[config.mk]
export PLATFORM = sky130hd
export DESIGN_NAME = reg_port_arbiter
export DESIGN_NICKNAME = d
export VERILOG_FILES = /design/src/rtl/reg_port_arbiter.sv
export SDC_FILE = /design/constraint.sdc
export NUM_CORES = 1
export LEC_CHECK = 0
export ABC_AREA = 1
export BUFFER_PORTS_ARGS = -buffer_cell sky130_fd_sc_hd__buf_2
export CAP_MARGIN = 5
export CELL_PAD_IN_SITES_DETAIL_PLACEMENT = 1
export CELL_PAD_IN_SITES_GLOBAL_PLACEMENT = 2
export CORE_MARGIN = 1
export CORE_UTILIZATION = 20
export CTS_BUF_LIST = sky130_fd_sc_hd__clkbuf_4 sky130_fd_sc_hd__clkbuf_8
export DETAILED_ROUTE_END_ITERATION = 12
export PLACE_DENSITY = 0.79
export SLEW_MARGIN = 20
export SYNTH_ARGS = -nofsm -noshare
export SYNTH_HDL_FRONTEND = slang
export SYNTH_SLANG_ARGS = --single-unit
[constraint.sdc]
create_clock -name clk_i -period 1.15 [get_ports clk_i]
set_input_delay 0.115 -clock clk_i [delete_from_list [all_inputs] [get_ports clk_i]]
set_output_delay 0.115 -clock clk_i [all_outputs]
set_load 0.02 [all_outputs]
[src/rtl/reg_port_arbiter.sv]
// Round-robin arbiter sharing one ram-like register port between NUM_REQ requesters.
// Latency: accept edge -> 1-cycle ACCESS strobe -> response from the following cycle (3 cycles/txn min).
// Backpressure: one transaction in flight; req_ready_o only in IDLE, RESP holds until rsp_ready_i[idx_q].
module reg_port_arbiter #(
  parameter int NUM_REQ    = 2,
  parameter int ADDR_WIDTH = 64,
  parameter int DATA_WIDTH = 64
) (
  input  logic                          clk_i,
  input  logic                          rst_i,
  input  logic [NUM_REQ-1:0]            req_valid_i,
  output logic [NUM_REQ-1:0]            req_ready_o,
  input  logic [NUM_REQ*ADDR_WIDTH-1:0] req_addr_i,
  input  logic [NUM_REQ-1:0]            req_we_i,
  input  logic [NUM_REQ*DATA_WIDTH-1:0] req_wdata_i,
  output logic [NUM_REQ-1:0]            rsp_valid_o,
  input  logic [NUM_REQ-1:0]            rsp_ready_i,
  output logic [DATA_WIDTH-1:0]         rsp_rdata_o,
  output logic [ADDR_WIDTH-1:0]         address_o,
  output logic                          en_o,
  output logic                          we_o,
  output logic [DATA_WIDTH-1:0]         data_o,
  input  logic [DATA_WIDTH-1:0]         data_i
);

  localparam int IDX_W = (NUM_REQ > 1) ? $clog2(NUM_REQ) : 1;

  typedef enum logic [1:0] {
    IDLE   = 2'd0,
    ACCESS = 2'd1,
    RESP   = 2'd2
  } state_e;

  state_e                 state_q, state_d;
  logic [IDX_W-1:0]       ptr_q, ptr_d;
  logic [IDX_W-1:0]       idx_q, idx_d;
  logic [ADDR_WIDTH-1:0]  addr_q, addr_d;
  logic                   we_q, we_d;
  logic [DATA_WIDTH-1:0]  wdata_q, wdata_d;
  logic [DATA_WIDTH-1:0]  rdata_q, rdata_d;

  logic                   win_vld;
  logic [IDX_W-1:0]       win_idx;
  logic [ADDR_WIDTH-1:0]  win_addr;
  logic                   win_we;
  logic [DATA_WIDTH-1:0]  win_wdata;

  // (base + offset) modulo NUM_REQ; with NUM_REQ=1 this is always 0, so ptr_q never moves.
  function automatic logic [IDX_W-1:0] wrap_idx(input logic [IDX_W-1:0] base, input int offset);
    int sum;
    sum = (int'(base) + offset) % NUM_REQ;
    return IDX_W'(sum);
  endfunction

  // Pick the first valid requester at or after ptr_q (wrapping) and mux out its payload.
  always_comb begin
    win_vld = 1'b0;
    win_idx = '0;
    for (int i = 0; i < NUM_REQ; i++) begin
      if (!win_vld && req_valid_i[wrap_idx(ptr_q, i)]) begin
        win_vld = 1'b1;
        win_idx = wrap_idx(ptr_q, i);
      end
    end
    win_addr  = req_addr_i[int'(win_idx)*ADDR_WIDTH +: ADDR_WIDTH];
    win_we    = req_we_i[win_idx];
    win_wdata = req_wdata_i[int'(win_idx)*DATA_WIDTH +: DATA_WIDTH];
  end

  // Next-state and output decode; every output sits at zero unless its state drives it.
  always_comb begin
    state_d     = state_q;
    ptr_d       = ptr_q;
    idx_d       = idx_q;
    addr_d      = addr_q;
    we_d        = we_q;
    wdata_d     = wdata_q;
    rdata_d     = rdata_q;
    req_ready_o = '0;
    rsp_valid_o = '0;
    rsp_rdata_o = '0;
    address_o   = '0;
    en_o        = 1'b0;
    we_o        = 1'b0;
    data_o      = '0;
    unique case (state_q)
      IDLE: begin
        if (win_vld) begin
          // A grant shown during reset would be dropped by the reset edge, so hide it.
          req_ready_o[win_idx] = !rst_i;
          state_d = ACCESS;
          ptr_d   = wrap_idx(win_idx, 1);
          idx_d   = win_idx;
          addr_d  = win_addr;
          we_d    = win_we;
          wdata_d = win_wdata;
        end
      end
      ACCESS: begin
        en_o      = 1'b1;
        address_o = addr_q;
        we_o      = we_q;
        data_o    = wdata_q;
        // Register file read data is combinational from address_o, so it is valid now.
        rdata_d   = we_q ? '0 : data_i;
        state_d   = RESP;
      end
      RESP: begin
        rsp_valid_o[idx_q] = 1'b1;
        rsp_rdata_o        = rdata_q;
        if (rsp_ready_i[idx_q]) begin
          state_d = IDLE;
        end
      end
      default: begin
        state_d = IDLE;
      end
    endcase
  end

  // State and data registers; reset abandons any transaction in flight.
  always_ff @(posedge clk_i) begin
    if (rst_i) begin
      state_q <= IDLE;
      ptr_q   <= '0;
      idx_q   <= '0;
      addr_q  <= '0;
      we_q    <= 1'b0;
      wdata_q <= '0;
      rdata_q <= '0;
    end else begin
      state_q <= state_d;
      ptr_q   <= ptr_d;
      idx_q   <= idx_d;
      addr_q  <= addr_d;
      we_q    <= we_d;
      wdata_q <= wdata_d;
      rdata_q <= rdata_d;
    end
  end

endmodule

==> results.json <==
{
  "status": "finished, violations left",
  "violations": "setup timing",
  "clk_pin_slew_ns": 0.11,
  "hpwl_mm": 34.8,
  "fillers": 5646,
  "ioPinCount": 526,
  "synth_top_family_by_area": "simple AND/OR/NAND/NOR gates",
  "cpPeakStageDelay_ns": 0.38,
  "yosysUniqueCellTypes": 19,
  "synth.top_cell.area_share": 0.408,
  "insertion_delay_ns": 0.57,
  "syn_area_mm2": 0.00967,
  "peakVddDrop_mv": 0.630,
  "die_x_um": 222,
  "synth-compound-area-share": 0.0855,
  "drv_cap": 0,
  "io_buffers": 525,
  "synth.area.mux_share": 0,
  "hold_slack_ns": 0.0614,
  "p_leak_nw": 9.19,
  "drt_iter0_markers": 775,
  "route.vias.total": 14347,
  "core.rowCount": 80,
  "cts_sinks": 197,
  "rsz0062_at_grt": "yes",
  "dpl_cell_area_mm2": 0.0145,
  "crit_buf_inv": 5,
  "yosys.area_share.simple": 0.357,
  "wl_mm": 64.6,
  "clock_path_buffers": 2,
  "start_util": 0.202,
  "period_share": 1.69,
  "final_cell_area_mm2": 0.0208,
  "synthCells": 1477,
  "drtAntennaViolNets": 0,
  "synth_xor_area_frac": 0,
  "cp-end-kind": "primary output",
  "wl_met1_mm": 23.6,
  "fin_util": 0.435,
  "synth-seq-area-share": 0.408,
  "slew_violations": 0,
  "synth_fa_ha_area_frac": 0,
  "max_slew_margin": 0.637,
  "dr.pass1.iters": 5,
  "antenna_found_initial": 12,
  "critPathKind": "reg2out",
  "grt_pass1_vias": 15805,
  "post_drt_wl_per_cell_um": 21.5,
  "wl_met3_mm": 3.84,
  "clockRootBuffer": "clkbuf_8",
  "synth_fp_nets": 1805,
  "drcViolationCount": 0,
  "vias_per_cell": 4.78,
  "dp_slack_ns": -0.381,
  "synth_area_leaders": "dfxtp_1 41%, nand3_1 17%, inv_1 9.1%, nand2_1 8.8%, nor2_1 7.8%",
  "p_sw_mw": 7.99,
  "synth_edf_count": 0,
  "seqPwrFrac": 0.372,
  "cp_data_required_time_ns": 1.03,
  "synth-warning-count": 0,
  "synth_most_common_cell": "nand3_1",
  "cts_made_buffers": 17,
  "crit_chain": "inv_4 -> nor2_4 -> inv_8 -> buf_12 -> buf_16 -> nor2_2 -> buf_4",
  "gr-total-overflow": 0,
  "power_mw": 21.5,
  "wl_met2_mm": 33.8,
  "gp_congestion": 0.824,
  "clock_skew_ns": 0.0168,
  "swShare": 0.371,
  "fin_ws_ns": -0.798,
  "max_freq_mhz": 513,
  "cp_max_fo": 10,
  "tritoncts": "built",
  "nets": 2688,
  "maxUsedRoutingLayer": "met4",
  "max_slew.worst_pin.slew_ns": 0.545,
  "power_frac_comb": 0.378,
  "arrival_ns": 1.83,
  "start_kind": "flop",
  "synth.avg_cell_area_um2": 6.55,
  "finalHoldViolCount": 0,
  "min_path_type": "in2reg",
  "core_mm2": 0.0477,
  "track_usage": 0.237,
  "crit_path_top_delay_cell": "dfxtp_2",
  "drive_gt1_frac": 0.392,
  "die_h_um": 222,
  "p_per_area_mw_per_mm2": 1040,
  "h-tree-depth": 4,
  "grt_start_max_net_pins": 58,
  "synth_commonest_cells": "320 x nand3_1, 234 x inv_1, 227 x nand2_1, 200 x nor2_1, 197 x dfxtp_1",
  "period_needed_ns": 1.95,
  "synth-main-ff-cell": "dfxtp_1",
  "synth_top_area_cell": "dfxtp_1",
  "ys_ff_latch": 197,
  "area_growth_pct": 115,
  "async_reset_ff_frac": 0,
  "pwr-share-clk": 0.249,
  "p_int_mw": 13.5,
  "die_area_mm2": 0.0492,
  "cp_top_family": "buffers and inverters",
  "grt_pass1_wl_mm": 90.1,
  "finalSetupViolCount": 390
}
==> layer usage <==
layer | vias up | track usage
met5 | - | 0
met4 | 0 | 0.113
met3 | 218 | 0.0603
met2 | 662 | 0.438
met1 | 6970 | 0.250
li1 | 6497 | -
==> final timing paths <==
path / start / to / slack (ns) / cells after the start
max: state_q[1]$_SDFFE_PP0P_ / rsp_rdata_o[11] / -0.80 / 7
min: rst_i / wdata_q[15]$_SDFFE_PP0P_ / 0.06 / 4
max reg2reg: state_q[1]$_SDFFE_PP0P_ / rdata_q[56]$_SDFFE_PP0N_ / -0.71 / 10
min reg2reg: ptr_q$_SDFFE_PP0P_ / ptr_q$_SDFFE_PP0P_ / 0.48 / 2
==> state kept, by name (all words and copies together) (netlist names) <==
register  count
addr_q       64
rdata_q      64
wdata_q      64
state_q       2
idx_q         1
ptr_q         1
we_q          1
==> tightest hold or removal path: cells and delay by family <==
kind                   cells  cell delay [ns]
buffers and inverters      3             0.34
and+or+nand+nor            1             0.10
==> final cells by class <==
type,count,area (um2),area share
timing repair buffer,988,8980,0.432
multi-input combinational,919,5710,0.275
sequential,197,3950,0.190
inverter,237,905,0.0435
tap,615,769,0.0370
clock buffer,18,248,0.0119
clock inverter,14,190,0.00915
antenna,13,32.5,0.00157
==> power groups by stage <==
stage | combinational, mW | clock, mW | sequential (mW)
global route | 8.64 | 5.80 | 8.08
floorplan | 3.23 | 0 | 7.99
finish | 8.13 | 5.37 | 8.01
CTS | 7.14 | 5.56 | 7.93
detailed placement | 5.54 | 0 | 8.09
global placement | 5.41 | 0 | 8.05
==> repair_timing <==
action / 4_1_cts / 5_1_grt
hold endpoints to repair: 194 / 0
hold buffers: 324 / 0
resized for setup: 345 / 195
endpoints found under the setup margin: 393 / 395
cloned: 7 / 10
pin swaps: 6 / 4
setup buffers: 13 / 18
==> cells by family after synthesis <==
| family | count (synthesis) |
|---|---|
| and+or+nand+nor | 786 |
| DFF | 197 |
| AOI/OAI and AO/OA | 132 |
| buffers and inverters | 362 |
==> through the flow <==
step | instances | TNS, ns
after floorplan | 1477 | -5.85
after global placement | 2584 | -63.05
after detailed placement | 2584 | -73.20
after CTS | 2960 | -232.26
after global routing | 3000 | -245.36
final | 3001 | -209.89
==> layout by cell type (no fill, tap or decap), types with 15 or more instances in the layout <==
cell type	netlist	final
nand2_2	1	17
a211oi_1	64	63
nand4_1	36	36
buf_8	0	16
nor2_4	1	155
inv_1	234	230
buf_12	0	39
buf_6	0	164
nand2_1	227	203
nor2_2	1	32
nor2_1	200	15
a21oi_1	66	66
buf_2	59	341
clkbuf_8	0	18
nand3_1	320	310
dlygate4sd3_1	0	324
buf_4	3	83
dfxtp_1	197	195
Power figures use the tool's default switching activity.
